## src/rtl/succ_req_issuer.sv

```systemverilog
// succ_req_issuer
//   Walks one source node's successor list in successor memory and issues the
//   successors as 8-lane request beats toward the node filter bank. Each valid
//   lane carries the source node's path count and one successor node number.
//   Lanes that do not carry a request always drive nodenum=12'hFFT-reserved
//   pattern (12'hFFF) with paths=0, because filters match on nodenum alone.
//
// Ports
//   i_clk, i_rst          clock, synchronous active-high reset
//   i_start               start pulse, honoured only while idle
//   i_src_paths           path count of the source node
//   i_succ_base           address of the first successor entry
//   i_succ_count          number of successor entries
//   o_busy                high while a list is being processed (incl. done cycle)
//   o_done                one-cycle pulse after the last beat is accepted
//   o_mem_rd_en/o_mem_addr  successor-memory read port (data returns next cycle)
//   i_mem_rdata           successor node number
//   o_req_vld             per-lane valid of the current beat (nonzero only in SEND)
//   o_req_paths           per-lane path payload
//   o_req_nodenum         per-lane destination node number
//   i_req_rdy             downstream accepts the beat
module succ_req_issuer #(
    parameter int PAYLOAD_WIDTH = 16,
    parameter int ADDR_WIDTH    = 12,
    parameter int CNT_WIDTH     = 6
) (
    input  logic                          i_clk,
    input  logic                          i_rst,
    input  logic                          i_start,
    input  logic [PAYLOAD_WIDTH-1:0]      i_src_paths,
    input  logic [ADDR_WIDTH-1:0]         i_succ_base,
    input  logic [CNT_WIDTH-1:0]          i_succ_count,
    output logic                          o_busy,
    output logic                          o_done,
    output logic                          o_mem_rd_en,
    output logic [ADDR_WIDTH-1:0]         o_mem_addr,
    input  logic [11:0]                   i_mem_rdata,
    output logic [7:0]                    o_req_vld,
    output logic [7:0][PAYLOAD_WIDTH-1:0] o_req_paths,
    output logic [7:0][11:0]              o_req_nodenum,
    input  logic                          i_req_rdy
);

    typedef enum logic [2:0] {IDLE, FETCH, DRAIN, SEND, FIN} state_t;

    state_t                          state;
    state_t                          state_nxt;

    logic [PAYLOAD_WIDTH-1:0]        paths_q;
    logic [ADDR_WIDTH-1:0]           cursor;
    logic [CNT_WIDTH-1:0]            remaining;
    logic [2:0]                      lane_idx;   // slot the next read fills
    logic                            rd_pend;    // a read was issued last cycle
    logic [2:0]                      pend_slot;  // slot that read belongs to

    logic [7:0]                      beat_vld;
    logic [7:0][11:0]                beat_node;
    logic [7:0][PAYLOAD_WIDTH-1:0]   beat_paths;

    // State register
    always_ff @(posedge i_clk) begin
        if (i_rst) state <= IDLE;
        else       state <= state_nxt;
    end

    // Next-state logic
    always_comb begin
        state_nxt = state;
        case (state)
            IDLE:  if (i_start) state_nxt = (i_succ_count == '0) ? FIN : FETCH;
            // Stop after the 8th slot of the beat or the last list entry.
            FETCH: if (lane_idx == 3'd7 || remaining == CNT_WIDTH'(1)) state_nxt = DRAIN;
            DRAIN: state_nxt = SEND;
            SEND:  if (i_req_rdy) state_nxt = (remaining != '0) ? FETCH : FIN;
            FIN:   state_nxt = IDLE;
            default: state_nxt = IDLE;
        endcase
    end

    // Datapath: list cursor, read pipeline and beat registers
    always_ff @(posedge i_clk) begin
        if (i_rst) begin
            paths_q    <= '0;
            cursor     <= '0;
            remaining  <= '0;
            lane_idx   <= '0;
            rd_pend    <= 1'b0;
            pend_slot  <= '0;
            beat_vld   <= '0;
            beat_node  <= '1;
            beat_paths <= '0;
        end else begin
            rd_pend   <= (state == FETCH);
            pend_slot <= lane_idx;

            case (state)
                IDLE: begin
                    if (i_start) begin
                        paths_q   <= i_src_paths;
                        cursor    <= i_succ_base;
                        remaining <= i_succ_count;
                        lane_idx  <= '0;
                    end
                end
                FETCH: begin
                    cursor    <= cursor + ADDR_WIDTH'(1);
                    remaining <= remaining - CNT_WIDTH'(1);
                    lane_idx  <= lane_idx + 3'd1;
                end
                SEND: begin
                    if (i_req_rdy) begin
                        beat_vld   <= '0;
                        beat_node  <= '1;
                        beat_paths <= '0;
                        lane_idx   <= '0;
                    end
                end
                default: ;
            endcase

            // Read data lands one cycle after its strobe; never overlaps SEND.
            if (rd_pend) begin
                beat_vld[pend_slot]   <= 1'b1;
                beat_node[pend_slot]  <= i_mem_rdata;
                beat_paths[pend_slot] <= paths_q;
            end
        end
    end

    // Outputs
    always_comb begin
        o_busy      = (state != IDLE);
        o_done      = (state == FIN);
        o_mem_rd_en = (state == FETCH);
        o_mem_addr  = cursor;
        o_req_vld   = '0;
        for (int unsigned k = 0; k < 8; k++) begin
            o_req_nodenum[k] = '1;
            o_req_paths[k]   = '0;
            // Partially filled lanes stay hidden until the beat is complete.
            if (state == SEND && beat_vld[k]) begin
                o_req_nodenum[k] = beat_node[k];
                o_req_paths[k]   = beat_paths[k];
            end
        end
        if (state == SEND) o_req_vld = beat_vld;
    end

endmodule

```

## config.mk

```make
export PLATFORM = sky130hd
export DESIGN_NAME = succ_req_issuer
export DESIGN_NICKNAME = d
export VERILOG_FILES = /design/src/rtl/succ_req_issuer.sv
export SDC_FILE = /design/constraint.sdc
export NUM_CORES = 1
export LEC_CHECK = 0
export CAP_MARGIN = 10
export CORE_MARGIN = 2
export CORE_UTILIZATION = 45
export CTS_BUF_LIST = sky130_fd_sc_hd__clkbuf_4 sky130_fd_sc_hd__clkbuf_8 sky130_fd_sc_hd__clkbuf_16
export DETAILED_ROUTE_END_ITERATION = 7
export PLACE_DENSITY = 0.85
export RECOVER_POWER = 50
export SLEW_MARGIN = 5
export SYNTH_ARGS = -nofsm -noshare
export SYNTH_HDL_FRONTEND = slang
export SYNTH_SLANG_ARGS = --single-unit
```

## constraint.sdc

```tcl
create_clock -name i_clk -period 1.71 [get_ports i_clk]
set_clock_uncertainty 0.2 [all_clocks]
set_input_delay 0.2565 -clock i_clk [delete_from_list [all_inputs] [get_ports i_clk]]
set_output_delay 0.2565 -clock i_clk [all_outputs]
set_load 0.005 [all_outputs]
```

[Word level (Yosys, flattened, before mapping)]
Cells that the tools add are included.
Operators by class
  add/subtract/negate cells: 3
  multiply operators: 0
  divide/modulo/power cells: 0
  order comparisons: 2
  equality and inequality tests: 9
  shift operators: 0
  multiplexer cells: 50
  bitwise gates (word level): 1
  reduce and logical (&&, ||, !) cells: 20
Operators by type and width (count)
  two-way mux 128 bit: 4
  two-way mux 96 bit: 4
  two-way mux 16 bit: 9
  bitwise mux 128 bit: 1
  two-way mux 12 bit: 10
  bitwise mux 96 bit: 1
  demux 16 bit (select 3 bit): 1
  two-way mux 8 bit: 5
  demux 12 bit (select 3 bit): 1
  one-hot mux 12 bit (2 select lines): 1
  two-way mux 3 bit: 7
  adder 12 x 1 -> 12 bit, second input constant: 1
  one-hot mux 3 bit (4 select lines): 1
  one-hot mux 6 bit (2 select lines): 1
  logical AND 1 bit: 9
  one-hot mux 3 bit (3 select lines): 1
  bitwise OR 8 bit: 1
  equality test 3 x 2 -> 1 bit, second input constant: 2
  equality test 3 bit, second input constant: 2
  equality test 6 x 1 -> 1 bit, second input constant: 1
  logical NOT 6 bit: 1
  two-way mux 6 bit: 1
  AND reduction 3 bit: 2
  nonzero test 3 bit: 2
  other kinds (14): 16
Storage, ports and cells
  bits in registers: 276
  latch bits: 0
  bits in writable memories: 0
  memory bits (read-only): 0
  input bits: 50
  output and inout port bits: 247
  word-level logic and storage cells: 109
  memories kept: 0

[Logic depth before layout (Yosys ltp)]
Gate-level depths: netlist of the first run.
  depth in word-level cells: 6
  depth in mapped cells: 8
  depth with buffers taken out: 5

[Worst setup path before layout of the first run]
No wires, ideal clock.
  path kind: reg-to-reg
  start point: register state[1]
  end point: register cursor[7] (netlist: o_mem_addr[7])
  library setup time: 0.132 ns
  arrival: 1.470 ns
  required time: 1.378 ns
  path slack: -0.092 ns
  cell stages (with the launch flop): 7
  buffers on the path: 3
  clock period less this slack: 1.802 ns
  cell sequence: dfxtp_1 > buf_2 > or4b_1 > clkbuf_1 > clkbuf_1 > o311ai_0 > a31oi_1
On the way
  longest elaborated chain between the ends: 3
  elaborated cells on any way between the ends: 6
  classes of those cells: eq/ne (2); mux (1); reduce/logical (3)
Ends and longest elaborated chain
  from (decl): line 46  | state_t state;
  from (signal assigned): line 63  | else state <= state_nxt;
  equality test 3 x 1 -> 1 bit / logical NOT 3 bit (equally long branches): line 96  | case (state)
  nonzero test 2 bit (no line) / inequality test 2 bit (equally long branches)
  AND reduction 2 bit (no line)
  to (signal assigned): line 100  | cursor <= i_succ_base;
  to (signal assigned): line 106  | cursor <= cursor + ADDR_WIDTH'(1);
  to (decl): line 50  | logic [ADDR_WIDTH-1:0] cursor;
Parallel ways exist; a longest one is shown, timed or not.
A chain may end at the register's enable or synchronous reset.

==> results of run 1 <==
==> worst max-delay path, stage by stage, from the launching register on <==
cell and delay [ns]:
dfxtp_1 0.31, and3b_4 0.34, buf_16 0.24, and3_1 0.26, clkdlybuf4s50_1 0.53
==> final timing paths <==
path	from	to	slack (ns)	cells past startpoint
max reg2reg	state[2]	remaining[5]	-0.34	7
min	i_src_paths[6]	paths_q[6]	0.08	3
min reg2reg	beat_paths[37]	beat_paths[37]	0.27	2
max	state[2]	o_req_paths[95]	-0.95	4
==> power groups by stage <==
stage          sequential [mW]  clock (mW)  combinational [mW]
4_1_cts                   7.14        5.94                2.80
2_1_floorplan             7.01           0                1.69
5_1_grt                   7.19        6.19                3.24
6_report                  7.17        5.88                3.04
3_3_place_gp              7.26           0                2.68
3_5_place_dp              7.27           0                2.77
==> routing by layer <==
metal / vias to the layer above / track usage
met2: 657 / 0.4781
met1: 5978 / 0.3498
li1: 5910 / -
met5: - / 0
met4: 0 / 0.1312
met3: 143 / 0.04746
==> registers in the layout, summed over array words and instances (netlist names) <==
signal,count
beat_paths,128
beat_node,96
paths_q,16
o_mem_addr,12
beat_vld,8
remaining,6
lane_idx,3
pend_slot,3
state,3
rd_pend,1
==> cell type report <==
cell class              instances  area [um2]  share of cell area
multi-input cells            1121        6228              0.3591
flip-flops and latches        276        5527              0.3186
repair buffers                416        4265              0.2459
clock buffers                  37       782.0             0.04508
well taps                     341       426.7             0.02460
clock inverters                11       93.84            0.005410
inverters                       5       23.77            0.001370
==> metrics by stage <==
step | instances | area [um2] | setup TNS (ns) | total power, mW
final | 2207 | 17350 | -235.76 | 16.09
after global routing | 2207 | 17350 | -273.21 | 16.62
after CTS | 2197 | 17300 | -255.92 | 15.88
after detailed placement | 2146 | 16360 | -138.49 | 10.04
after global placement | 2146 | 16360 | -125.39 | 9.940
after floorplan | 1573 | 12450 | -0.2179 | 8.694
==> logic make-up (layout without fill, tap and decap cells) <==
group                      count (synthesis)  in the layout  share of synthesized area
AOI/OAI and AO/OA                        297            297                     0.1472
xor gates and xnor gates                   1              1                  0.0007154
adders and majority gates                  5              5                   0.005109
buffers and inverters                    176            469                    0.05998
DFF                                      276            276                     0.4512
muxes                                      1              1                   0.001226
and+or+nand+nor                          817            817                     0.3345
==> repair_timing <==
item	in CTS	in global routing
hold buffers	1	0
setup endpoints to repair	516	519
buffers inserted	2	8
pin swaps	1	1
endpoints found under the hold margin	5	0
resized for setup	111	110
cloned	0	2
==> cells in the final DEF, fill, tap and decap left out, types with 3 or more instances in the layout <==
cell             netlist  routed
nor2_2                 1       6
clkbuf_8               0       5
clkbuf_2               9      33
o21bai_1              99      99
nor4_1                 4       4
nor3_1               102      72
buf_12                 0      34
a31oi_1               11      11
a21oi_1              164     164
clkdlybuf4s15_1        0      12
clkbuf_16              0      28
buf_6                  2       5
or4_1                  3       3
nor2_1               121     115
clkdlybuf4s15_2        0      20
nor2b_1                4       4
nand3_1              140     140
clkinv_2               1       5
buf_4                  3      79
and2_4                 0       9
and3_4                 0       5
o211ai_1               5       5
or3_1                  5       4
dlymetal6s2s_1         0      26
and3_1               130     125
nand2_1              181     180
clkdlybuf4s50_1        0     192
o21ai_0                3       3
nor3_2                 0      30
nand2b_1             102     102
clkbuf_4               0       6
ha_1                   5       5
clkinvlp_4             0       4
dlygate4sd2_1          0       8
a211oi_1               3       3
inv_1                  4       4
dfxtp_1              276     275
==> flow_summary.ini, run 1 <==
[outcome]
status = finished with violations
violations = setup timing

[floorplanning]
fp-row-count = 60
die_height_um = 169.0
die-area_um2 = 28550
fp.dieW_um = 169.0
num_io_pins = 297
core_um2 = 26800
initial_utilization = 0.4569

[synthesis]
netlist_area_um2 = 12250
yosys_warnings = 0
synth_most_common_cell = dfxtp_1
synth_seq_area_share = 0.4512
synth_nets = 1628
ys_ff_latch = 276
avgSynthCellArea_um2 = 7.785
yosysUniqueCellTypes = 49
synthTopCellsByCount = 276 x dfxtp_1, 181 x nand2_1, 164 x a21oi_1, 140 x nand3_1, 130 x and3_1
synthesis.instances = 1573
synth_ff_type = dfxtp_1
synth_edf_count = 0
synth-async-reset-ratio = 0
yosysTopAreaCellShare = 0.4512
yosys.area.top_type = dfxtp_1
synth.area.top_cells = dfxtp_1 45%, a21oi_1 6.7%, and3_1 6.6%, o21bai_1 6.1%, nand3_1 5.7%

[detailed_routing]
viasPerCell = 5.749
drt.antenna.violating_nets = 0
dr.first_iter.drc_count = 1510
wl_met2_mm = 20.32
drc = 0
dr.pass1.iters = 6
wl_mm = 42.28
wl_per_cell_um = 19.16
wl_met1_mm = 16.29
detailroute.via_count = 12688
met3_length_mm = 3.510
top_layer = met4

[critical_path]
critPathLaunchType = flop
critPathArrivalTime_ns = 2.21
end_kind = output pin
worst_ep_required_time_ns = 1.25
worstPathMaxFanout = 79
worstSetupPathType = reg2out

[pwr]
combPwrFrac = 0.189
leakagePower_nw = 7.152
p_int_mw = 11.48
pwr-share-clk = 0.366
vdd_drop_max_mv = 0.8680
netSwitchingFraction = 0.2867
power_density_nw_per_um2 = 927.8
p_seq_frac = 0.446
power_switching_mw = 4.615

[finish]
drive_above_1_share = 0.1538
antenna_cells = 0
nets = 1902
syn2layout_area_growth_pct = 41.66
final_util = 0.6472
fillers = 2084

[grt]
antenna_found_initial = 0
grt_pass1_wl_mm = 64.83
grt_overflow = 0
grt_start_max_net_pins = 80
grt_pass1_vias = 12084
grt_usage = 0.2818

[timing]
hold_violations = 0
fmax_mhz = 375.5
finalCriticalPeriod_ns = 2.663
setup_viol = 517
worst_slew_pin_slew_ns = 0.7173
fin_crit_sh = 1.557
slew_headroom = 0.5212
rsz0062_at_grt = true
fin_hold_ws_ns = 0.07746
drv_slew = 0
setup_slack_ns = -0.9531

[clock_tree]
clk-insertion-delay-late_ns = 0.53
cts_buffers = 27
cts_sinks = 276
clockRootBuffer = clkbuf_16
htreeDepth = 1
cts_tree = yes
clkTransAtPathRegs_ns = 0.07
clk_path_buf_depth = 3

[placed_design]
pre_cts_ws_ns = -0.4032
place.gp.congestion = 0.8748
place_hpwl_mm = 28.25
portBuffers = 296

[run]
maxCapViolCount = 0

[min_path]
min_path_type = in2reg
Note: power is estimated with default switching activity, not from simulation.
==> run 2, diff against run 1 <==
--- a/config.mk
+++ b/config.mk
@@ -12,7 +12,8 @@
 export DETAILED_ROUTE_END_ITERATION = 7
 export PLACE_DENSITY = 0.85
 export RECOVER_POWER = 50
-export SLEW_MARGIN = 5
+export SETUP_SLACK_MARGIN = 0.4
+export SLEW_MARGIN = 30
 export SYNTH_ARGS = -nofsm -noshare
 export SYNTH_HDL_FRONTEND = slang
 export SYNTH_SLANG_ARGS = --single-unit
==> run 2 against run 1 <==
The run still ends with setup timing left. Flip-flop and latch count unchanged. Setup slack got worse by 0.011 ns. Register-to-register slack got worse by 0.26 ns.
==> flow_summary.ini, run 2 (synthesized netlist as in run 1, its figures left out) <==
[grt]
grt_usage = 0.2911
grt_pass1_vias = 12322
antenna_found_initial = 0
grt_pass1_wl_mm = 66.80
grt_start_max_net_pins = 81
grt_overflow = 0

[clock_tree]
htreeDepth = 1
cts_tree = yes
clockRootBuffer = clkbuf_16
cts_sinks = 276
clk_path_buf_depth = 3
cts_buffers = 28
clkTransAtPathRegs_ns = 0.06
clk-insertion-delay-late_ns = 0.54

[floorplanning]
num_io_pins = 297
initial_utilization = 0.4569
fp-row-count = 60
fp.dieW_um = 169.0
die_height_um = 169.0
core_um2 = 26800
die-area_um2 = 28550

[placed_design]
place_hpwl_mm = 29.21
place.gp.congestion = 0.8817
pre_cts_ws_ns = -0.4474
portBuffers = 296
placed_cell_area_um2 = 17590

[pwr]
pwr-share-clk = 0.358
vdd_drop_max_mv = 0.5830
p_int_mw = 12.30
netSwitchingFraction = 0.2925
power_switching_mw = 5.087
combPwrFrac = 0.229
power_density_nw_per_um2 = 876.0
leakagePower_nw = 8.884
p_seq_frac = 0.414

[timing]
worst_slew_pin_slew_ns = 0.7562
finalCriticalPeriod_ns = 2.675
slew_headroom = 0.4952
hold_violations = 0
fmax_mhz = 373.9
setup_slack_ns = -0.9646
setup_viol = 519
fin_hold_ws_ns = 0.01588
rsz0062_at_grt = true
setup_tns_ns = -239.38
fin_crit_sh = 1.564
drv_slew = 0

[finish]
final_area_um2 = 19850
syn2layout_area_growth_pct = 62.11
largest_reg_flops = 128
layout.area.seq_um2 = 5528
layout_common_cells = 274 x dfxtp_1, 176 x nand2_1, 156 x a21oi_1, 114 x nor2_1, 114 x buf_6
multi_input_area_um2 = 7644
layout_commonest_cell = dfxtp_1
nets = 2004
antenna_cells = 0
drive_above_1_share = 0.3880
reg_top3 = beat_paths x128, beat_node x96, paths_q x16
regMostFlops = beat_paths
final_util = 0.7407
fillers = 1713

[detailed_routing]
dr.first_iter.drc_count = 1671
wl_mm = 50.96
drt.antenna.violating_nets = 0
viasPerCell = 6.020
wl_per_cell_um = 22.11
detailroute.via_count = 13876
drc = 0
dr.pass1.iters = 6

[critical_path]
worstPathMaxFanout = 8
worstSetupPathType = reg2out
critPathArrivalTime_ns = 2.22
end_kind = output pin
critPathLaunchType = flop
cp_slowest_stage_delay_ns = 0.49
ff2ff_path_depth = 8
slowest_stage = clkdlybuf4s50_1
crit_path_cell_trace = and3b_4, buf_12, buf_8, and3_4, clkdlybuf4s50_1
worst_ep_required_time_ns = 1.25

[min_path]
min_path_type = in2reg
hold_path_depth = 2

[outcome]
violations = setup timing
status = finished with violations

[run]
maxCapViolCount = 0
## run 2: per-layer routing
metal,up-vias,global-route usage,wire (um),part of all wire
li1,6121,-,-,-
met1,6612,0.3694,18920,0.37
met2,905,0.4856,24460,0.48
met3,238,0.04466,4628,0.091
met4,0,0.1402,2941,0.058
met5,-,0,0,0
## run 2: final timing paths
kind / from / to / slack (ns)
min: i_rst / remaining[5] / 0.02
max reg2reg: state[2] / o_mem_addr[11] / -0.60
min reg2reg: beat_paths[69] / beat_paths[69] / 0.27
max: state[2] / o_req_paths[113] / -0.96
## run 2: power groups by stage
stage	combinational [mW]	sequential [mW]	clock [mW]
after global placement	2.84	7.26	0
after floorplan	2.11	7.02	0
after detailed placement	2.93	7.27	0
after global routing	4.17	7.20	6.49
after CTS	2.96	7.14	6.21
final	3.97	7.19	6.22
## run 2: area by class of cell
type / count / share of cell area
multi-input combinational: 1122 / 0.3850
timing repair buffer: 516 / 0.2674
inverter: 5 / 0.001324
tap: 341 / 0.02149
clock inverter: 6 / 0.004034
sequential: 276 / 0.2785
clock buffer: 39 / 0.04223
## run 2: what timing repair did
action                                  4_1_cts  5_1_grt
hold endpoints to repair                      3        0
hold buffers                                  3        0
cloned                                        1       22
gates resized for setup                     131      613
pin swaps                                     5        7
setup buffers                                 2       72
endpoints found under the setup margin      520      520
## run 2: metrics by stage
step | total power, mW | std cells
6_report | 17.39 | 2305
3_5_place_dp | 10.20 | 2160
4_1_cts | 16.31 | 2211
3_3_place_gp | 10.10 | 2160
2_1_floorplan | 9.133 | 1573
5_1_grt | 17.85 | 2305
## run 2: critical path, delay by kind of cell (launching register included)
kind | cells | cell delay (ns)
buffers and inverters | 3 | 0.80
flip-flops | 1 | 0.32
AND/OR/NAND/NOR | 2 | 0.54
==> run 3, diff against run 2 <==
--- a/config.mk
+++ b/config.mk
@@ -10,7 +10,8 @@
 export CORE_UTILIZATION = 45
 export CTS_BUF_LIST = sky130_fd_sc_hd__clkbuf_4 sky130_fd_sc_hd__clkbuf_8 sky130_fd_sc_hd__clkbuf_16
 export DETAILED_ROUTE_END_ITERATION = 7
-export PLACE_DENSITY = 0.85
+export GPL_ROUTABILITY_DRIVEN = 0
+export PLACE_DENSITY = 0.77
 export RECOVER_POWER = 50
 export SETUP_SLACK_MARGIN = 0.4
 export SLEW_MARGIN = 30
==> run 3 against run 2 <==
The run still ends with setup timing left. Register-to-register slack improved by 0.30 ns. Count of clock-buffer cells in the layout fell by 3. Via count fell by 11%. Die area did not move. Global-route usage fell by 0.78 points. Cell count fell by 4.1%. Core utilization fell by 5.3 points. Sequential share of layout area rose by 2.1 points. Routed wire length fell by 18%. First-iteration DRC count fell by 32%. Critical path type unchanged.
==> flow_summary.ini, run 3 (synthesized netlist as in run 1, its figures left out) <==
[detailed_routing]
drc = 0
viasPerCell = 5.588
wl_mm = 41.99
dr.pass1.iters = 5
wl_per_cell_um = 19.00
drt.antenna.violating_nets = 0
dr.first_iter.drc_count = 1143
detailroute.via_count = 12349

[timing]
fmax_mhz = 365.1
drv_slew = 0
hold_violations = 0
slew_headroom = 0.3391
worst_slew_pin_slew_ns = 0.9881
rsz0062_at_grt = true
setup_viol = 520
setup_slack_ns = -1.029
finalCriticalPeriod_ns = 2.739
fin_crit_sh = 1.602

[min_path]
hp-start = i_src_paths[1]
min_path_type = in2reg
whs_endpoint = paths_q[1]
hold_path_depth = 3

[pwr]
vdd_drop_max_mv = 0.7804
leakagePower_nw = 7.820
power_density_nw_per_um2 = 900.4

[finish]
layout_commonest_cell = dfxtp_1
drive_above_1_share = 0.2457
nets = 1901
final_area_um2 = 18440
syn2layout_area_growth_pct = 50.60
fillers = 2113
fin_cells = 2210
final_util = 0.6881
multi_input_area_um2 = 7234
largest_reg_flops = 128
layout_common_cells = 274 x dfxtp_1, 195 x clkdlybuf4s50_1, 176 x nand2_1, 156 x a21oi_1, 116 x and3_1
reg_top3 = beat_paths x128, beat_node x96, paths_q x16
regMostFlops = beat_paths
layout.area.seq_um2 = 5528

[grt]
grt_pass1_wl_mm = 64.99
antenna_found_initial = 1
grt_usage = 0.2833
grt_pass1_vias = 11831
grt_start_max_net_pins = 83
grt_overflow = 0

[clock_tree]
clk-insertion-delay-late_ns = 0.56
cts_buffers = 28
cts_sinks = 276
clockRootBuffer = clkbuf_16
clkTransAtPathRegs_ns = 0.06
clk_path_buf_depth = 3
cts_tree = yes
htreeDepth = 1

[critical_path]
worstSetupPathType = reg2out
rrSetupSlack_ns = -0.30
end_kind = output pin
r2r-end = remaining[3]
ff2ff_path_depth = 6
critPathArrivalTime_ns = 2.28
worstPathMaxFanout = 82
worst_ep_required_time_ns = 1.25
critPathLaunchType = flop
r2r_start = state[0]

[run]
maxCapViolCount = 0

[placed_design]
portBuffers = 296
place_hpwl_mm = 28.60
placed_cell_area_um2 = 17550
dp_cells = 2151
pre_cts_ws_ns = -0.4421

[outcome]
status = finished with violations
violations = setup timing

[floorplanning]
die-area_um2 = 28550
die_height_um = 169.0
num_io_pins = 297
core_um2 = 26800
initial_utilization = 0.4569
fp.dieW_um = 169.0
fp-row-count = 60
## run 3: changes by cell type in the layout (fill, tap and decap cells not counted), moves of 27 or more
cell / previous run / this run
buf_6: 114 / 12
and3_1: 66 / 116
clkbuf_2: 97 / 35
clkdlybuf4s50_1: 67 / 195
buf_4: 97 / 70
and3_4: 64 / 14
## run 3: repair_timing
item,4_1_cts,5_1_grt
setup buffers,0,1
hold endpoints to repair,23,0
resized for setup,140,97
cloned,0,0
endpoints found under the setup margin,520,521
pin swaps,3,4
hold buffers,5,0
## run 3: layout make-up
type / count / area share
Antenna cell: 1 / 0.0001357
Clock buffer: 36 / 0.04261
Clock inverter: 16 / 0.01119
Inverter: 5 / 0.001289
Multi-Input combinational cell: 1121 / 0.3923
Sequential cell: 276 / 0.2997
Tap cell: 341 / 0.02314
Timing Repair Buffer: 414 / 0.2296
## run 3: critical path, cell delays in order, from the launching register on
cell and delay, ns:
dfxtp_2 0.32, and3b_4 0.33, buf_16 0.25, and3_1 0.26, clkdlybuf4s50_1 0.52
## run 3: stage by stage
stage	TNS (ns)	hold slack, ns	power [mW]
finish	-219.82	0.04333	16.60
floorplan	-0.8416	0.1925	9.133
detailed placement	-129.33	0.2551	10.13
global placement	-118.01	0.2479	10.07
CTS	-239.92	0.02751	16.60
global route	-248.68	0.03784	17.15
## run 3: worst max path at each step
stage | from | to | cells after the start
CTS | state[2] | o_req_paths[112] | 4
global placement | state[2] | o_req_paths[112] | 4
detailed placement | state[2] | o_req_paths[14] | 4
global route | state[2] | o_req_paths[112] | 4
finish | state[2] | o_req_paths[14] | 4
floorplan | state[1] | remaining[4] | 7
## run 3: power breakdown
group / leakage, nW / switching, mW / internal, mW
Clock: 0.500 / 2.65 / 3.87
Combinational: 5.08 / 1.64 / 1.27
Sequential: 2.24 / 0.455 / 6.72
Total: 7.82 / 4.75 / 11.9
## run 3: layer usage
layer	track usage	up-vias	wire length [um]	share of wire
met1	0.3619	5929	17280	0.41
met3	0.04793	71	2836	0.068
met5	0	-	0	0
li1	-	5903	-	-
met4	0.08283	0	1071	0.026
met2	0.4916	446	20800	0.50
